<file path="src/rtl/ldl_round_pkg.sv">
// Shared helpers for the round-robin / priority arbiter family.
// Functions are written against a maximum width so that any
// arbiter size up to MAX_REQ requesters can reuse them.
package ldl_round_pkg;

  localparam int MAX_BIN_WIDTH = 8;
  localparam int MAX_REQ       = 1 << MAX_BIN_WIDTH;

  // Binary index of the set bit of a one-hot vector (0 when empty).
  function automatic int onehot2bin(input logic [MAX_REQ-1:0] vec);
    int idx;
    idx = 0;
    for (int i = 0; i < MAX_REQ; i++) begin
      if (vec[i]) idx = idx | i;
    end
    return idx;
  endfunction

  // First set bit of vec searching ptr+1, ptr+2, ... modulo n.
  // The bit at ptr itself is visited last, so the previous winner only
  // wins again when nothing else is requesting. Result is one-hot.
  function automatic logic [MAX_REQ-1:0] rr_pick(input logic [MAX_REQ-1:0] vec,
                                                 input int ptr,
                                                 input int n);
    logic [MAX_REQ-1:0]       pick;
    logic                     found;
    logic [MAX_BIN_WIDTH-1:0] idx;
    pick  = '0;
    found = 1'b0;
    for (int k = 1; k <= MAX_REQ; k++) begin
      idx = MAX_BIN_WIDTH'((ptr + k) % n);
      if (k <= n && !found && vec[idx]) begin
        pick[idx] = 1'b1;
        found     = 1'b1;
      end
    end
    return pick;
  endfunction

endpackage

</file>
<file path="src/rtl/ldl_rr_pick.sv">
// Combinational round-robin picker: eligible mask plus last-granted
// pointer in, one-hot winner out.
module ldl_rr_pick
  import ldl_round_pkg::*;
#(
  parameter  int BIN_WIDTH = 3,
  localparam int REQ_WIDTH = 1 << BIN_WIDTH
) (
  input  logic [REQ_WIDTH-1:0] eligible,
  input  logic [BIN_WIDTH-1:0] ptr,
  output logic [REQ_WIDTH-1:0] winner
);

  // Search starts just after the pointer and wraps around the requesters.
  always_comb begin
    winner = REQ_WIDTH'(rr_pick(MAX_REQ'(eligible), int'(ptr), REQ_WIDTH));
  end

endmodule

</file>
<file path="src/rtl/ldl_round_pri_arb.sv">
// N-way arbiter: strict priority by class of service, round-robin
// among requesters sharing the highest requesting class. The grant is
// registered and held until the downstream accepts it.
module ldl_round_pri_arb
  import ldl_round_pkg::*;
#(
  parameter  int BIN_WIDTH = 3,
  parameter  int COS_WIDTH = 2,
  localparam int REQ_WIDTH = 1 << BIN_WIDTH
) (
  input  logic                                clk,
  input  logic                                rst,
  input  logic [REQ_WIDTH-1:0]                req,
  input  logic [REQ_WIDTH-1:0][COS_WIDTH-1:0] cos,
  input  logic                                ready,
  output logic [REQ_WIDTH-1:0]                hot,
  output logic [BIN_WIDTH-1:0]                bin,
  output logic                                valid
);

  logic [COS_WIDTH-1:0] max_cos;
  logic [REQ_WIDTH-1:0] eligible;
  logic [REQ_WIDTH-1:0] winner;
  logic [BIN_WIDTH-1:0] winner_bin;
  logic [BIN_WIDTH-1:0] ptr;
  logic                 load;

  // Highest class among active requesters; idle requesters do not count.
  always_comb begin
    max_cos = '0;
    for (int i = 0; i < REQ_WIDTH; i++) begin
      if (req[i] && cos[i] > max_cos) max_cos = cos[i];
    end
  end

  // Only requesters in the top class take part in the round-robin.
  always_comb begin
    eligible = '0;
    for (int i = 0; i < REQ_WIDTH; i++) begin
      eligible[i] = req[i] && (cos[i] == max_cos);
    end
  end

  ldl_rr_pick #(
    .BIN_WIDTH (BIN_WIDTH)
  ) u_pick (
    .eligible (eligible),
    .ptr      (ptr),
    .winner   (winner)
  );

  // Encode the winner and decide whether the output stage may take a new grant.
  always_comb begin
    winner_bin = BIN_WIDTH'(onehot2bin(MAX_REQ'(winner)));
    load       = !valid || ready;
  end

  // Output and pointer registers; a stalled grant freezes everything.
  // The pointer is shared by all classes and only moves on a real grant.
  always_ff @(posedge clk or posedge rst) begin
    if (rst) begin
      valid <= 1'b0;
      hot   <= '0;
      bin   <= '0;
      ptr   <= BIN_WIDTH'(REQ_WIDTH - 1);
    end else if (load) begin
      valid <= |req;
      if (|req) begin
        hot <= winner;
        bin <= winner_bin;
        ptr <= winner_bin;
      end else begin
        hot <= '0;
        bin <= '0;
      end
    end
  end

endmodule

</file>
<file path="config.mk">
export PLATFORM = sky130hd
export DESIGN_NAME = ldl_round_pri_arb
export DESIGN_NICKNAME = d
export VERILOG_FILES = /design/src/rtl/ldl_round_pkg.sv /design/src/rtl/ldl_rr_pick.sv /design/src/rtl/ldl_round_pri_arb.sv
export SDC_FILE = /design/constraint.sdc
export NUM_CORES = 1
export LEC_CHECK = 0
export CAP_MARGIN = 40
export CORE_MARGIN = 2
export CORE_UTILIZATION = 58
export DETAILED_ROUTE_END_ITERATION = 7
export PLACE_DENSITY_LB_ADDON = 0.2
export SLEW_MARGIN = 25
export SYNTH_ARGS = -nofsm -noshare
export SYNTH_HDL_FRONTEND = slang
export SYNTH_SLANG_ARGS = --single-unit
export TNS_END_PERCENT = 1
</file>
<file path="constraint.sdc">
create_clock -name clk -period 4.8 [get_ports clk]
set_input_delay 1.44 -clock clk [delete_from_list [all_inputs] [get_ports clk]]
set_output_delay 1.44 -clock clk [all_outputs]
set_load 0.02 [all_outputs]
</file>
==> results of run 1 <==
## stage by stage
step / hold WS [ns] / util
after floorplan: 0.532 / -
after global placement: 0.496 / 0.882
after detailed placement: 0.503 / 0.883
## cell families after synthesis
| family | share of synthesized area |
|---|---|
| XOR/XNOR | 0.0273 |
| buffers and inverters | 0.0542 |
| multiplexers | 0.0487 |
| adder cells (fa/ha/maj) | 0.0624 |
| flip-flops | 0.118 |
| AO/OA/AOI/OAI | 0.355 |
| AND/OR/NAND/NOR | 0.334 |
==> results.txt, run 1 <==
CTS H-Tree Depth -> 1
Run Error -> [ERROR DPL-0038] Utilization greater than 100%, impossible to legalize
Synth Net Count -> 505
Die X -> 78.4 um
Die Y -> 78.4 um
number of flops mapped to enable cells by yosys -> 0
top post-synthesis cells by area -> dfrtp_1 (9.4%), nor2_1 (6.8%), nand2_1 (6.3%)
Stop stage -> 4_1_cts
Starting Density -> 0.590
Clock Tree Root -> clkbuf_8
syn_area_per_cell -> 6.94 um^2
dpl hpwl -> 11,200 um
Rows -> 27
share of the synthesized area in the top cell type -> 0.0936
part of the Yosys area used for sequential elements -> 0.118
most area-hungry cell type in the Yosys netlist -> dfrtp_1
setup bufs post-CTS -> 63
library cells used by synthesis -> 76
Synth Flop Type -> dfrtp_1
number of clock sinks -> 15
Post-synth top cells -> nor2_1 (58), nand2_1 (54), nor3_1 (23), inv_1 (20), o21ai_0 (20)
port bufs -> 38
I/O pin count -> 39
Area after DPL -> 4800 um^2
CTS buffer count -> 3
pre-CTS setup slack -> -7.85 ns
area of the mapped netlist -> 3210 um^2
outcome -> stopped before the end
Max clock buf depth -> 2
asr flop ratio synth -> 1.00
most common cell in the netlist -> nor2_1
YS warnings -> 0
dpl cells -> 689
Placer Congestion -> 1.19
Synth Instances -> 462
CTS hold repair buffers -> 0
cts repair resizes -> 106
register bit total from synthesis -> 15
==> inputs of run 2 (changes only) <==
Settings changed: CORE_UTILIZATION 58 to 40, PLACE_DENSITY_LB_ADDON 0.2 to 0.15.
==> results.txt, run 2 <==
outcome -> complete, but fails checks
failing checks -> negative setup slack
GRT overflow -> 0
final wirelength -> 15,900 um
Rows -> 32
relative slew slack -> 0.378
Initial DRT Pass Iterations -> 6
worst flop-to-flop path endpoint -> ptr[0]$_DFFE_PP1P_
CTS tree -> built
post-route minimum period -> 11.49 ns
Leak -> 2.53 nW
Max clock buf depth -> 2
Worst EP required -> 4.98 ns
Vias/cell -> 6.42
most frequent cell on the critical path -> ha_4
PD cells -> 728 nW/um^2
Global Route Usage Sum -> 0.336
Post-synth top cells -> nor2_1 (58), nand2_1 (54), nor3_1 (23), inv_1 (20), o21ai_0 (20)
Synth Net Count -> 505
worst-case vdd ir drop -> 0.000480 V
DRT iter0 DRCs -> 495
worst slew pin tran -> 0.926 ns
Setup-failing EPs final -> 14
CORE AREA -> 7770 um^2
Worst Path Max Fanout -> 6
CP Launch Type -> input port
initial antenna violation count -> 0
FF-to-FF setup slack -> 0.63 ns
part of the Yosys area used for sequential elements -> 0.118
FF-to-FF path depth -> 14
Post-route DRC -> 0
CTS buffer count -> 3
max reg flops -> 8
Placer Congestion -> 1.01
most flop-heavy register -> hot
Clock Tree Root -> clkbuf_8
Worst Hold Class -> flop to flop
most common cell after layout, fill and taps aside -> buf_4
first-pass GRT wire length -> 23,600 um
CTS hold repair buffers -> 0
Fin. Hold Viols -> 0
Starting Density -> 0.413
Fillers -> 540
Die X -> 93.6 um
Setup TNS -> -92.45 ns
library cells used by synthesis -> 76
Worst EP arrival -> 11.66 ns
worst setup path startpoint -> req[0]
Setup crit end kind -> flop
Synth Flop Type -> dfrtp_1
# diodes -> 0
r2r startpoint -> ptr[1]$_DFFE_PP1P_
I/O pin count -> 39
number of flops mapped to enable cells by yosys -> 0
share of the synthesized area in the top cell type -> 0.0936
Slew Viols, Final -> 0
Vias -> 5,013
crit path to -> ptr[0]$_DFFE_PP1P_
dpl hpwl -> 10,500 um
multi-input logic area -> 3340 um^2
Clock Latency Late Sink -> 0.26 ns
register area -> 379 um^2
final core occ -> 0.761
asr flop ratio synth -> 1.00
Clock transition at path regs -> 0.07 ns
WS Path Type -> input port to flop
Synth Instances -> 462
register bit total from synthesis -> 15
max cap viols -> 0
period utilization -> 2.39
top post-synthesis cells by area -> dfrtp_1 (9.4%), nor2_1 (6.8%), nand2_1 (6.3%)
share of layout cells above drive strength 1 -> 0.473
largest net degree at the start of global routing -> 35
Largest regs -> hot: 8 flops, bin: 3 flops, ptr: 3 flops
final design area excluding fillers -> 5910 um^2
Max stage delay cell, worst path -> a222oi_1
post-route setup slack -> -6.69 ns
Routed wire per std cell -> 20.4 um
most area-hungry cell type in the Yosys netlist -> dfrtp_1
syn_area_per_cell -> 6.94 um^2
port bufs -> 38
Fmax -> 0.0871 GHz
crit-path max cell delay -> 0.43 ns
CTS H-Tree Depth -> 1
number of clock sinks -> 15
Max Clock Skew -> 0.00671 ns
Die Y -> 93.6 um
Area after DPL -> 4950 um^2
Hold Slack -> 0.522 ns
most frequent cells in the layout -> buf_4 (184), nor2_1 (52), nand2_1 (47), clkdlybuf4s50_1 (33)
YS warnings -> 0
Final ANT Viol Nets -> 0
vias in the first global route -> 4,800
most common cell in the netlist -> nor2_1
pre-CTS setup slack -> -7.95 ns
area of the mapped netlist -> 3210 um^2
Die ar. -> 8750 um^2
area added between synthesis and finish -> 84.3%
Nets -> 723
unrepaired setup endpoints after global routing -> true
## run 2: worst min-delay path by stage
stage | start | end | slack [ns] | cells after the start
floorplan | ptr[1]$_DFFE_PP1P_ | ptr[1]$_DFFE_PP1P_ | 0.53 | 2
global placement | hot[6]$_DFFE_PP0N_ | hot[6]$_DFFE_PP0N_ | 0.50 | 2
detailed placement | hot[1]$_DFFE_PP0N_ | hot[1]$_DFFE_PP0N_ | 0.51 | 2
CTS | hot[7]$_DFFE_PP0N_ | hot[7]$_DFFE_PP0N_ | 0.52 | 2
global route | hot[1]$_DFFE_PP0N_ | hot[1]$_DFFE_PP0N_ | 0.54 | 2
finish | hot[7]$_DFFE_PP0N_ | hot[7]$_DFFE_PP0N_ | 0.52 | 2
## run 2: logic make-up after synthesis
logic type | synth area share
buffers and inverters | 0.0542
xor gates and xnor gates | 0.0273
adders and majority gates | 0.0624
and+or+nand+nor | 0.334
AOI/OAI and AO/OA | 0.355
DFF | 0.118
muxes | 0.0487
## run 2: per-layer routing
metal,up-vias,global-route usage,share of wire
met5,-,0,0
met4,0,0.121,0.045
met3,81,0.0322,0.087
met2,328,0.562,0.47
met1,2379,0.451,0.40
li1,2225,-,-
## run 2: area by class of cell
type                    instances  area share
clock inverters                 1    0.000847
inverters                      23      0.0150
clock buffers                   3     0.00698
multi-input cells             403       0.564
well taps                     102      0.0216
flip-flops and latches         15      0.0641
repair buffers                234       0.327
## run 2: timing repair
action                                  4_1_cts  5_1_grt
gates resized for setup                      62       60
cloned                                        2        0
pin swaps                                    50       59
endpoints found under the setup margin       14       14
buffers inserted                             26       17
## run 2: worst max-delay path: cells and delay by family
family,cells,cell delay (ns)
muxes,2,0.48
and+or+nand+nor,22,3.10
buffers and inverters,11,1.39
xor gates and xnor gates,1,0.14
AOI/OAI and AO/OA,19,3.47
adders and majority gates,7,1.65
## run 2: power breakdown
group / total, mW / switching, mW / internal [mW]
sequential: 0.263 / 0.0601 / 0.203
clock: 0.108 / 0.0503 / 0.0578
combinational: 3.93 / 2.14 / 1.80
total: 4.31 / 2.25 / 2.06
## run 2: stage by stage
stage,power (mW),cells
floorplan,2.01,462
global placement,3.28,733
detailed placement,3.27,733
CTS,3.72,765
global route,4.52,781
finish,4.31,781
(Power assumes the default switching activity.)
==> inputs of run 3 (changes only) <==
Settings changed: PLACE_DENSITY from default to 0.7, PLACE_DENSITY_LB_ADDON 0.15 to default, SLEW_MARGIN 25 to default.
==> results.txt, run 3 (synthesis gave the netlist of run 2 again) <==
outcome -> complete, but fails checks
failing checks -> negative setup slack
worst-case vdd ir drop -> 0.000529 V
Die ar. -> 8750 um^2
initial antenna violation count -> 0
unrepaired setup endpoints after global routing -> true
WS Path Type -> input port to flop
Largest regs -> hot: 8 flops, bin: 3 flops, ptr: 3 flops
CORE AREA -> 7770 um^2
Rows -> 32
# diodes -> 0
Vias/cell -> 6.23
Slew Viols, Final -> 0
Clock transition at path regs -> 0.06 ns
DRT iter0 DRCs -> 271
Worst EP arrival -> 11.60 ns
area added between synthesis and finish -> 73.4%
post-route minimum period -> 11.45 ns
Clock Tree Root -> clkbuf_8
number of clock sinks -> 15
Max clock buf depth -> 2
PD cells -> 738 nW/um^2
share of layout cells above drive strength 1 -> 0.432
GRT overflow -> 0
Placer Congestion -> 1.00
Nets -> 699
CTS tree -> built
vias in the first global route -> 4,535
Final ANT Viol Nets -> 0
post-route setup slack -> -6.65 ns
Leak -> 2.39 nW
dpl hpwl -> 10,600 um
Worst Hold Class -> flop to flop
Global Route Usage Sum -> 0.315
first-pass GRT wire length -> 22,200 um
Post-route DRC -> 0
Setup crit end kind -> flop
final wirelength -> 14,400 um
CP delay by family, top -> simple AND/OR/NAND/NOR gates
port bufs -> 38
I/O pin count -> 39
Fmax -> 0.0874 GHz
crit-path max cell delay -> 0.41 ns
most common cell after layout, fill and taps aside -> buf_4
Worst EP required -> 4.96 ns
Clock Latency Late Sink -> 0.24 ns
critical path buffer and inverter count -> 18
largest net degree at the start of global routing -> 27
max cap viols -> 0
Fin. Hold Viols -> 0
Max Clock Skew -> 0.00245 ns
period utilization -> 2.38
Hold Slack -> 0.517 ns
max reg flops -> 8
most flop-heavy register -> hot
final core occ -> 0.716
Initial DRT Pass Iterations -> 5
Die X -> 93.6 um
Setup-failing EPs final -> 14
most frequent cell on the critical path -> buf_4
most frequent cells in the layout -> buf_4 (166), nor2_1 (53), nand2_1 (49), clkdlybuf4s50_1 (33), inv_1 (19)
Die Y -> 93.6 um
Max stage delay cell, worst path -> or3_4
Routed wire per std cell -> 19.0 um
worst slew pin tran -> 0.794 ns
relative slew slack -> 0.467
Starting Density -> 0.413
Worst Path Max Fanout -> 6
CP Launch Type -> input port
CTS buffer count -> 3
CTS H-Tree Depth -> 1
Vias -> 4,718
==> run 3: metrics by stage <==
step                      setup WS, ns  setup TNS [ns]  std cells  power [mW]  instance area (um^2)
after floorplan                  -6.58          -91.34        462        2.01                  3390
after global placement           -7.41         -101.48        722        3.21                  4870
after detailed placement         -7.74         -106.64        722        3.22                  4870
after CTS                        -6.65          -91.89        747        3.63                  5230
after global routing             -7.03          -97.38        757        4.33                  5560
final                            -6.65          -91.95        757        4.11                  5560
==> run 3: what timing repair did <==
action                     CTS  global route
gates resized for setup     42            51
buffers inserted            21             9
gates cloned                 1             1
pin swaps                   36            41
hold buffers                 0             0
setup endpoints to repair   14            14
==> run 3: power by group <==
group | switching (mW) | internal [mW] | total (mW)
Sequential | 0.0738 | 0.204 | 0.278
Clock | 0.0426 | 0.0574 | 0.100
Combinational | 2.02 | 1.71 | 3.73
Total | 2.13 | 1.97 | 4.11
==> run 3: path summary, 6_finish.rpt <==
path                               startpoint                 end  slack [ns]  depth (start not counted)
hold / removal             hot[6]$_DFFE_PP0N_  hot[6]$_DFFE_PP0N_        0.52                          2
min in group asynchronous                 rst  bin[2]$_DFFE_PP0N_        1.54                          2
hold reg to reg            hot[6]$_DFFE_PP0N_  hot[6]$_DFFE_PP0N_        0.52                          2
setup reg to reg           ptr[1]$_DFFE_PP1P_  ptr[0]$_DFFE_PP1P_        0.84                         14
max in group asynchronous                 rst  ptr[0]$_DFFE_PP1P_        2.89                          2
setup / recovery                       cos[1]  ptr[0]$_DFFE_PP1P_       -6.65                         65
==> run 3: worst min-delay path, delay by kind of cell, from the launching register on <==
family / cells / cell delay (ns)
AND/OR/NAND/NOR: 2 / 0.14
flip-flops: 1 / 0.34
==> run 3: cell type report <==
cell class                 count  area (um^2)
clock buffer                   3         41.3
clock inverter                 1         5.00
fill                         614         2200
inverter                      23         88.8
multi-input combinational    403         3210
sequential                    15          379
tap                          102          128
timing repair buffer         210         1710
==> run 3: layer usage <==
metal | vias up | global-route usage | share of wire
met3 | 42 | 0.0338 | 0.057
met5 | - | 0 | 0
met2 | 189 | 0.533 | 0.47
li1 | 2180 | - | -
met1 | 2307 | 0.431 | 0.45
met4 | 0 | 0.0700 | 0.023
==> inputs of run 4 (changes only) <==
Settings changed: CAP_MARGIN 40 to default.
==> results of run 4 <==
Final layout, timing and power as in run 3 (identical DEF).
